`src/rtl/arc4_crack_sched_if.sv`:
```
// Handshake and snoop bundle between the ARC4 key-search scheduler and the
// crack top level (KEY/SW glue, init/ksa/prga instances, pt memory snoop).
// Signal suffixes are written from the scheduler's point of view.
interface arc4_crack_sched_if;
  logic        en_i;
  logic        rdy_o;
  logic [23:0] key_o;
  logic        key_valid_o;
  logic [23:0] cand_key_o;
  logic        init_en_o;
  logic        init_rdy_i;
  logic        ksa_en_o;
  logic        ksa_rdy_i;
  logic        prga_en_o;
  logic        prga_rdy_i;
  logic        pt_wren_i;
  logic [7:0]  pt_addr_i;
  logic [7:0]  pt_wrdata_i;
  logic [31:0] tried_o;

  modport slave (
    input  en_i, init_rdy_i, ksa_rdy_i, prga_rdy_i,
           pt_wren_i, pt_addr_i, pt_wrdata_i,
    output rdy_o, key_o, key_valid_o, cand_key_o,
           init_en_o, ksa_en_o, prga_en_o, tried_o
  );

  modport master (
    output en_i, init_rdy_i, ksa_rdy_i, prga_rdy_i,
           pt_wren_i, pt_addr_i, pt_wrdata_i,
    input  rdy_o, key_o, key_valid_o, cand_key_o,
           init_en_o, ksa_en_o, prga_en_o, tried_o
  );
endinterface

```
`src/rtl/arc4_crack_sched.sv`:
```
// Brute-force ARC4 key-search scheduler. Steps a 24-bit candidate key from
// KEY_START to KEY_END, runs init -> ksa -> prga for each candidate, snoops
// the plaintext writes and stops on the first all-printable decryption.
// Optional macro ARC4_CRACK_TRIED_CNT_EN enables the saturating count of
// evaluated candidates on tried_o; without it tried_o is tied to zero.
module arc4_crack_sched #(
  parameter logic [23:0] KEY_START = 24'h000000,
  parameter logic [23:0] KEY_END   = 24'hFFFFFF
) (
  input logic               clk,
  input logic               rst_n,
  arc4_crack_sched_if.slave bus
);

  typedef enum logic [3:0] {
    IDLE, S_INIT, W_INIT, S_KSA, W_KSA, S_PRGA, W_PRGA, CHECK, DONE
  } state_t;

  state_t      state_q;
  logic        rdy_q;
  logic        key_valid_q;
  logic [23:0] key_q;
  logic [23:0] cand_key_q;
  logic        init_en_q;
  logic        ksa_en_q;
  logic        prga_en_q;
  logic        bad_q;
  logic        busy_seen_q;
  logic        pt_bad_byte;

  // A plaintext byte is rejected if it lands past the length byte and is not printable ASCII
  assign pt_bad_byte = bus.pt_wren_i && (bus.pt_addr_i != 8'h00) &&
                       ((bus.pt_wrdata_i < 8'h20) || (bus.pt_wrdata_i > 8'h7E));

`ifdef ARC4_CRACK_TRIED_CNT_EN
  logic [31:0] tried_q;
  logic [31:0] tried_d;

  // Candidate counter sticks at all-ones rather than wrapping
  assign tried_d     = (tried_q == 32'hFFFF_FFFF) ? tried_q : tried_q + 32'd1;
  assign bus.tried_o = tried_q;
`else
  assign bus.tried_o = 32'h0;
`endif

  assign bus.rdy_o       = rdy_q;
  assign bus.key_o       = key_q;
  assign bus.key_valid_o = key_valid_q;
  assign bus.cand_key_o  = cand_key_q;
  assign bus.init_en_o   = init_en_q;
  assign bus.ksa_en_o    = ksa_en_q;
  assign bus.prga_en_o   = prga_en_q;

  // Search sequencer: start pulses are single-cycle, each W_x waits for the sub-block to go busy then idle
  always_ff @(posedge clk or negedge rst_n) begin
    if (!rst_n) begin
      state_q     <= IDLE;
      rdy_q       <= 1'b1;
      key_q       <= 24'h0;
      key_valid_q <= 1'b0;
      cand_key_q  <= KEY_START;
      init_en_q   <= 1'b0;
      ksa_en_q    <= 1'b0;
      prga_en_q   <= 1'b0;
      bad_q       <= 1'b0;
      busy_seen_q <= 1'b0;
`ifdef ARC4_CRACK_TRIED_CNT_EN
      tried_q     <= 32'h0;
`endif
    end else begin
      init_en_q <= 1'b0;
      ksa_en_q  <= 1'b0;
      prga_en_q <= 1'b0;
      case (state_q)
        IDLE: begin
          rdy_q <= 1'b1;
          if (bus.en_i) begin
            key_valid_q <= 1'b0;
            key_q       <= 24'h0;
            bad_q       <= 1'b0;
            cand_key_q  <= KEY_START;
            rdy_q       <= 1'b0;
`ifdef ARC4_CRACK_TRIED_CNT_EN
            tried_q     <= 32'h0;
`endif
            state_q     <= S_INIT;
          end
        end
        S_INIT: begin
          if (bus.init_rdy_i) begin
            init_en_q   <= 1'b1;
            busy_seen_q <= 1'b0;
            state_q     <= W_INIT;
          end
        end
        W_INIT: begin
          if (busy_seen_q && bus.init_rdy_i) begin
            state_q <= S_KSA;
          end else if (!bus.init_rdy_i) begin
            busy_seen_q <= 1'b1;
          end
        end
        S_KSA: begin
          if (bus.ksa_rdy_i) begin
            ksa_en_q    <= 1'b1;
            busy_seen_q <= 1'b0;
            state_q     <= W_KSA;
          end
        end
        W_KSA: begin
          if (busy_seen_q && bus.ksa_rdy_i) begin
            bad_q   <= 1'b0;
            state_q <= S_PRGA;
          end else if (!bus.ksa_rdy_i) begin
            busy_seen_q <= 1'b1;
          end
        end
        S_PRGA: begin
          if (bus.prga_rdy_i) begin
            prga_en_q   <= 1'b1;
            busy_seen_q <= 1'b0;
            state_q     <= W_PRGA;
          end
        end
        W_PRGA: begin
          if (pt_bad_byte) begin
            bad_q <= 1'b1;
          end
          if (busy_seen_q && bus.prga_rdy_i) begin
            state_q <= CHECK;
          end else if (!bus.prga_rdy_i) begin
            busy_seen_q <= 1'b1;
          end
        end
        CHECK: begin
`ifdef ARC4_CRACK_TRIED_CNT_EN
          tried_q <= tried_d;
`endif
          if (!bad_q) begin
            key_q       <= cand_key_q;
            key_valid_q <= 1'b1;
            state_q     <= DONE;
          end else if (cand_key_q == KEY_END) begin
            key_q       <= 24'h0;
            key_valid_q <= 1'b0;
            state_q     <= DONE;
          end else begin
            cand_key_q <= cand_key_q + 24'd1;
            state_q    <= S_INIT;
          end
        end
        DONE: begin
          rdy_q   <= 1'b1;
          state_q <= IDLE;
        end
        default: begin
          state_q <= IDLE;
        end
      endcase
    end
  end

endmodule

```
`src/flat_wrapper.sv`:
```
// flat-port wrapper written by rule: the top's interface ports become plain ports
module arc4_crack_sched_flat 
#(
  parameter logic [23:0] KEY_START = 24'h000000,
  parameter logic [23:0] KEY_END   = 24'hFFFFFF
)
  (clk, rst_n, bus_en_i, bus_init_rdy_i, bus_ksa_rdy_i, bus_prga_rdy_i, bus_pt_wren_i, bus_pt_addr_i, bus_pt_wrdata_i, bus_rdy_o, bus_key_o, bus_key_valid_o, bus_cand_key_o, bus_init_en_o, bus_ksa_en_o, bus_prga_en_o, bus_tried_o);
  arc4_crack_sched_if bus_i ();
  input logic clk;
  input logic rst_n;
  input wire logic [$bits(bus_i.en_i)-1:0] bus_en_i;
  input wire logic [$bits(bus_i.init_rdy_i)-1:0] bus_init_rdy_i;
  input wire logic [$bits(bus_i.ksa_rdy_i)-1:0] bus_ksa_rdy_i;
  input wire logic [$bits(bus_i.prga_rdy_i)-1:0] bus_prga_rdy_i;
  input wire logic [$bits(bus_i.pt_wren_i)-1:0] bus_pt_wren_i;
  input wire logic [$bits(bus_i.pt_addr_i)-1:0] bus_pt_addr_i;
  input wire logic [$bits(bus_i.pt_wrdata_i)-1:0] bus_pt_wrdata_i;
  output wire logic [$bits(bus_i.rdy_o)-1:0] bus_rdy_o;
  output wire logic [$bits(bus_i.key_o)-1:0] bus_key_o;
  output wire logic [$bits(bus_i.key_valid_o)-1:0] bus_key_valid_o;
  output wire logic [$bits(bus_i.cand_key_o)-1:0] bus_cand_key_o;
  output wire logic [$bits(bus_i.init_en_o)-1:0] bus_init_en_o;
  output wire logic [$bits(bus_i.ksa_en_o)-1:0] bus_ksa_en_o;
  output wire logic [$bits(bus_i.prga_en_o)-1:0] bus_prga_en_o;
  output wire logic [$bits(bus_i.tried_o)-1:0] bus_tried_o;
  assign bus_i.en_i = bus_en_i;
  assign bus_i.init_rdy_i = bus_init_rdy_i;
  assign bus_i.ksa_rdy_i = bus_ksa_rdy_i;
  assign bus_i.prga_rdy_i = bus_prga_rdy_i;
  assign bus_i.pt_wren_i = bus_pt_wren_i;
  assign bus_i.pt_addr_i = bus_pt_addr_i;
  assign bus_i.pt_wrdata_i = bus_pt_wrdata_i;
  assign bus_rdy_o = bus_i.rdy_o;
  assign bus_key_o = bus_i.key_o;
  assign bus_key_valid_o = bus_i.key_valid_o;
  assign bus_cand_key_o = bus_i.cand_key_o;
  assign bus_init_en_o = bus_i.init_en_o;
  assign bus_ksa_en_o = bus_i.ksa_en_o;
  assign bus_prga_en_o = bus_i.prga_en_o;
  assign bus_tried_o = bus_i.tried_o;
  arc4_crack_sched #(.KEY_START(KEY_START), .KEY_END(KEY_END)) u_core (.clk(clk), .rst_n(rst_n), .bus(bus_i));
endmodule
```
`config.mk`:
```
export PLATFORM = sky130hd
export DESIGN_NAME = arc4_crack_sched_flat
export DESIGN_NICKNAME = d
export VERILOG_FILES = /design/src/rtl/arc4_crack_sched_if.sv /design/src/rtl/arc4_crack_sched.sv /design/src/flat_wrapper.sv
export SDC_FILE = /design/constraint.sdc
export NUM_CORES = 1
export LEC_CHECK = 0
export ABC_AREA = 1
export BUFFER_PORTS_ARGS = -buffer_cell sky130_fd_sc_hd__buf_2
export CAP_MARGIN = 25
export CORE_MARGIN = 3
export CORE_UTILIZATION = 47
export CTS_CLUSTER_DIAMETER = 60
export DETAILED_ROUTE_END_ITERATION = 6
export GPL_TIMING_DRIVEN = 1
export MAX_ROUTING_LAYER = met4
export PLACE_DENSITY = 0.88
export SYNTH_ARGS = -nofsm -noshare
export SYNTH_HDL_FRONTEND = slang
export SYNTH_SLANG_ARGS = --single-unit
```
`constraint.sdc`:
```
create_clock -name clk -period 1.6 [get_ports clk]
set_input_delay 0.16 -clock clk [delete_from_list [all_inputs] [get_ports clk]]
set_output_delay 0.16 -clock clk [all_outputs]
set_load 0.02 [all_outputs]
```
After elaboration in Yosys (flattened, before gate mapping)

Cells that the tools add are included.

Register bits: 59
Word-level logic and storage cells: 98
Input port bits: 23

Reductions and logical operators: 17
Equal/unequal tests: 26
Muxes and demuxes: 42
Add/subtract/negate cells: 1
$lt $le $gt $ge: 2

Operators by type and width:

| cell                    | count |
|---|---|
| $mux W24                | 5 |
| $pmux W24 S2            | 2 |
| $mux W4                 | 9 |
| $pmux W4 S8             | 1 |
| $add A24 B1 Y24 const B | 1 |
| $eq A24 B24 Y1 const B  | 1 |
| $ne A2 B2 Y1 const B    | 11 |
| $mux W1                 | 21 |
| $eq A4 B3 Y1 const B    | 4 |
| $ne A2 B1 Y1 const B    | 5 |
| $reduce_and A10 Y1      | 1 |
| $eq A4 B2 Y1 const B    | 2 |
| $gt A8 B7 Y1 const B    | 1 |
| $lt A8 B6 Y1 const B    | 1 |
| $reduce_and A4 Y1       | 2 |
| $reduce_bool A8 Y1      | 1 |
| $reduce_and A7 Y1       | 1 |
| $pmux W1 S6             | 1 |
| $reduce_bool A6 Y1      | 1 |
| $logic_and A1 B1 Y1     | 5 |
| $eq A4 B1 Y1 const B    | 1 |
| $eq A4 B4 Y1 const B    | 1 |
| $logic_not A4 Y1        | 1 |
| $pmux W1 S2             | 2 |
| other kinds (6)         | 7 |

Depth between registers and ports, before layout

Depth in word-level cells: 5
Gate-level depth with buffers: 11
Mapped depth without buffers: 10

Least setup slack after synthesis

No wires, ideal clock.

Path type: reg2reg
From: register u_core.cand_key_q[1] (netlist: u_core.bus.cand_key_o[1])
To: register u_core.cand_key_q[21] (netlist: u_core.bus.cand_key_o[21])
Arrival time: 1.829 ns
Stages on the path, launching flop included: 12
Buffers on the path: 2
Setup slack: -0.304 ns
Cell sequence: dfrtp_1 ha_1 nand2_2 nor2_4 nand2_4 nor2_4 nand3_2 nand3_2 buf_12 buf_12 nand2_2 o21ai_2

Word-level cells in the longest chain between the ends: 4

RTL lines:

| what                   | RTL line                | source |
|---|---|---|
| from (decl)            | arc4_crack_sched.sv:23  | `logic [23:0] cand_key_q;` |
| from (signal assigned) | arc4_crack_sched.sv:148 | `cand_key_q <= cand_key_q + 24'd1;` |
| $add A24 B1 Y24        | arc4_crack_sched.sv:148 |  |
| $mux W24               | arc4_crack_sched.sv:143 | `end else if (cand_key_q == KEY_END) begin` |
| $mux W24               | arc4_crack_sched.sv:139 | `if (!bad_q) begin` |
| $pmux W24 S2           | arc4_crack_sched.sv:74  | `case (state_q)` |

Several ways; a longest one is shown, not always the timed one. The select of a mux whose other input is x is not followed.
A chain may end at the register's enable or synchronous reset.

Final worst setup path

From: register u_core.state_q[0]
To: register u_core.cand_key_q[7] (netlist: u_core.bus.cand_key_o[7])

Word-level cells in the longest chain between the ends: 3

RTL lines:

| what                                                        | RTL line               | source |
|---|---|---|
| from (decl)                                                 | arc4_crack_sched.sv:19 | `state_t state_q;` |
| from (signal assigned)                                      | arc4_crack_sched.sv:57 | `state_q <= IDLE;` |
| from (signal assigned)                                      | arc4_crack_sched.sv:86 | `state_q <= S_INIT;` |
| from (signal assigned)                                      | arc4_crack_sched.sv:93 | `state_q <= W_INIT;` |
| $eq A4 B3 Y1 / $logic_not A4 Y1 (equally long branches)     | arc4_crack_sched.sv:74 |  |
| $ne A2 B1 Y1 (no source line), or another cell as far along | --                     |  |
| $reduce_and A4 Y1 (no source line)                          | --                     |  |

Several ways; a longest one is shown, not always the timed one.

==> results.sh <==
export IMPL_clockBufferDepth=2
export IMPL_globalRouteMet2Util_pct=40.2
export IMPL_vdd_ir_drop_max_v=0.000675
export IMPL_dominantRegCellSynth="dfrtp_1"
export IMPL_critical_path_s_top_delay_family="simple AND/OR/NAND/NOR gates"
export IMPL_leftover_overflow_at_the_end_of_global_routing=0
export IMPL_period_needed_ns=1.71
export IMPL_detail_route_wirelength_um=11400
export IMPL_worst_case_setup_margin_in_the_final_layout_ns=-0.111
export IMPL_violations="negative setup slack"
export IMPL_synth_top_cells_by_area="dfrtp_1, nand2_1, buf_4, o21ai_2, nor2_1"
export IMPL_grtUsageMet1_pct=25.9
export IMPL_final_antenna_net_count=0
export IMPL_clkTransAtPathRegs_ns=0.07
export IMPL_busiest_layer="met2"
export IMPL_first_global_vias=3531
export IMPL_number_of_enable_type_register_cells_in_the_synthesized_netlist=0
export IMPL_design_power_total_mw=5.97
export IMPL_final_hold_violation_count=0
export IMPL_area_of_the_multi_input_gates_mm2=0.00197
export IMPL_antenna_cells_inserted=0
export IMPL_die_x_um=93.9
export IMPL_share_of_synthesized_area_occupied_by_flip_flops_and_latches_pct=40.7
export IMPL_final_net_count=640
export IMPL_worstSkewPairLatency_ns=0.35
export IMPL_gp_routability_congestion=0.936
export IMPL_wire_per_inst_um=15.8
export IMPL_arrival_time_at_the_worst_endpoint_ns=1.94
export IMPL_critical_path_endpoint_type="flop"
export IMPL_floorplan_initialDensity_pct=49.3
export IMPL_synth_largest_area_cell="dfrtp_1"
export IMPL_powerDensity_mw_per_mm2=1240
export IMPL_cap_viol_max_count=0
export IMPL_cp_num_buf_inv=1
export IMPL_boundaryPins=108
export IMPL_netlist_instances=485
export IMPL_dr_total_vias=3919
export IMPL_die_footprint_mm2=0.00882
export IMPL_number_of_buffers_added_by_the_clock_tree_synthesis_step=9
export IMPL_antenna_found_initial=0
export IMPL_mux_contribution_to_synthesized_area_pct=0
export IMPL_filler_cells=539
export IMPL_initialDrtViolationCount=426
export IMPL_hp_class="in2reg"
export IMPL_crit_path_max_fanout=8
export IMPL_clock_tree_from_tritoncts="yes"
export IMPL_number_of_levels_the_h_tree_was_split_into=3
export IMPL_setup_viol=25
export IMPL_achievable_frequency_mhz=585
export IMPL_placement_io_buffers=75
export IMPL_post_route_period_util_pct=107
export IMPL_skew_ns=0.00925
export IMPL_critical_path_cell_chain="nand2_2, nor2_4, o21a_1, nand3_4, buf_12, nand2_1, o21ai_2"
export IMPL_async_flop_share_pct=100
export IMPL_worst_setup_path_type="reg2reg"
export IMPL_total_standard_cell_area_after_synthesis_mm2=0.00363
export IMPL_cellLeakagePower_nw=2.53
export IMPL_grt_first_pass_wirelength_um=15700
export IMPL_ys_warn_count=0
export IMPL_synth_fa_ha_area_share_pct=0.345
export IMPL_placementRows=31
export IMPL_vias_per_cell=5.45
export IMPL_detailedRoute_firstPassIterationCount=5
export IMPL_dieHeight_um=93.9
export IMPL_post_synth_and_or_nand_nor_area_fraction_pct=37.1
export IMPL_timing_critical_path_required_ns=1.83
export IMPL_synth_compound_gate_area_share_pct=8.96
export IMPL_cts_sinks=59
export IMPL_area_growth_from_synthesis_to_layout_pct=32.7
export IMPL_synthesis_area_per_instance_um2=7.49
export IMPL_synth_ff_latch_count=59
export IMPL_grt_setup_unrepaired="yes"
export IMPL_final_core_utilization_pct=65.4
export IMPL_core_box_area_mm2=0.00737
export IMPL_grt_util_all_layers_pct=23.1
export IMPL_post_synth_num_cell_types=27
export IMPL_seq_area_mm2=0.00148
export IMPL_post_synth_top_area_fraction_pct=40.0
export IMPL_final_layout_size_suffix_gt1_share_pct=36.3
export IMPL_post_synth_xor_area_fraction_pct=0
export IMPL_hpwl_after_detailed_placement_um=6890
export IMPL_result_of_the_run="finished, violations left"
export IMPL_pin_count_of_the_biggest_net_entering_global_routing=34
export IMPL_finalMaxSlewViolations=0
export IMPL_stage_delay_of_the_slowest_cell_on_the_critical_path_ns=0.44
export IMPL_crit_slowest_cell="dfrtp_1"
export IMPL_cts_root_buf="clkbuf_8"
export IMPL_worst_setup_path_start_kind="flop"
export IMPL_drc_violations_left=0
export IMPL_met3_usage_pct=5.05
export IMPL_largest_family_of_logic_cells_by_synthesized_area="simple AND/OR/NAND/NOR gates"
-- final timing paths --
| check | cells past startpoint | start | slack (ns) | endpoint |
|---|---|---|---|---|
| min | 3 | bus_ksa_rdy_i | 0.04 | u_core.bus.ksa_en_o |
| max reg2reg | 7 | u_core.state_q[0] | -0.11 | u_core.bus.cand_key_o[7] |
| max in group asynchronous | 3 | rst_n | 0.72 | u_core.bus.rdy_o |
| max | 7 | u_core.state_q[0] | -0.11 | u_core.bus.cand_key_o[7] |
| min in group asynchronous | 2 | rst_n | 0.26 | u_core.bus.key_o[0] |
| min reg2reg | 2 | u_core.bus.key_o[16] | 0.47 | u_core.bus.key_o[16] |
-- placed cells by master (no fill, tap or decap), types with 2 or more instances in the layout --
| master | instances |
|---|---|
| nand3_4 | 2 |
| nand2_8 | 2 |
| a21oi_1 | 2 |
| buf_4 | 47 |
| nor2_4 | 5 |
| buf_2 | 75 |
| o21ai_4 | 2 |
| inv_2 | 3 |
| nand2_1 | 172 |
| buf_12 | 4 |
| dfrtp_1 | 55 |
| or2_2 | 5 |
| o21a_1 | 2 |
| o21bai_1 | 8 |
| clkbuf_8 | 12 |
| inv_1 | 26 |
| o21ai_2 | 22 |
| clkbuf_16 | 3 |
| nor2_2 | 8 |
| dfrtp_2 | 3 |
| o21ai_0 | 5 |
| nand4_1 | 10 |
| nand3_1 | 37 |
| nor2_1 | 41 |
| conb_1 | 32 |
| dlygate4sd3_1 | 2 |
| nand2_2 | 17 |
| nand2_4 | 8 |
-- report_power, final --
part           switching [mW]  total, mW  internal (mW)
Clock                   0.593       1.43          0.836
Combinational            1.75       2.82           1.07
Sequential             0.0998       1.72           1.62
-- routing by layer --
layer | vias up | routed length, um
met4 | 0 | 499
met1 | 1823 | 4050
met3 | 67 | 1080
li1 | 1744 | -
met2 | 285 | 5760
met5 | - | 0
-- cells in the mapped netlist, types with 5 or more instances --
master,number
nand3_1,37
o21bai_1,8
inv_1,28
o21ai_0,5
o21ai_2,22
nand2_2,19
nor2_1,50
dfrtp_1,58
nand2_1,178
nand4_1,10
or2_2,5
buf_4,32
buf_2,5
-- cell type report --
| type | instances | area share [%] |
|---|---|---|
| multi-input cells | 385 | 40.9 |
| flip-flops and latches | 59 | 30.7 |
| repair buffers | 132 | 19.3 |
| well taps | 99 | 2.57 |
| clock inverters | 2 | 0.727 |
| clock buffers | 13 | 3.51 |
| inverters | 29 | 2.26 |
-- logic make-up after synthesis --
| group | count (synthesis) |
|---|---|
| and+or+nand+nor | 308 |
| other | 1 |
| buffers and inverters | 73 |
| adders and majority gates | 1 |
| DFF | 59 |
| AOI/OAI and AO/OA | 43 |
-- registers in the layout, indices dropped and copies added, names as in the netlist --
register	count
u_core.bus.cand_key_o	24
u_core.bus.key_o	24
u_core.state_q	4
u_core.bad_q	1
u_core.bus.init_en_o	1
u_core.bus.key_valid_o	1
u_core.bus.ksa_en_o	1
u_core.bus.prga_en_o	1
u_core.bus.rdy_o	1
u_core.busy_seen_q	1
-- what timing repair did --
item / CTS / global route
hold endpoints to repair: 13 / 0
hold buffers: 2 / 0
pin swaps: 0 / 16
resized for setup: 6 / 31
gates cloned: 1 / 4
endpoints found under the setup margin: 24 / 53
buffers inserted: 1 / 7
-- worst min-delay path: cells and delay by family --
| family | cells | cell delay, ns |
|---|---|---|
| buf+inv | 2 | 0.17 |
| simple gates | 1 | 0.04 |
-- per-stage QoR --
stage | cells | hold WS (ns) | cell area (um2) | setup slack [ns] | setup TNS [ns]
finish | 719 | 0.0443 | 4820 | -0.111 | -2.05
floorplan | 516 | -0.136 | 3790 | -0.114 | -4.05
global route | 719 | 0.0454 | 4820 | -0.191 | -5.34
detailed placement | 689 | 0.0904 | 4280 | -0.0377 | -0.364
CTS | 708 | 0.0447 | 4560 | 0.00924 | 0
global placement | 689 | 0.0877 | 4280 | 0.0792 | 0
No activity file was read; power rests on OpenSTA's default activity.
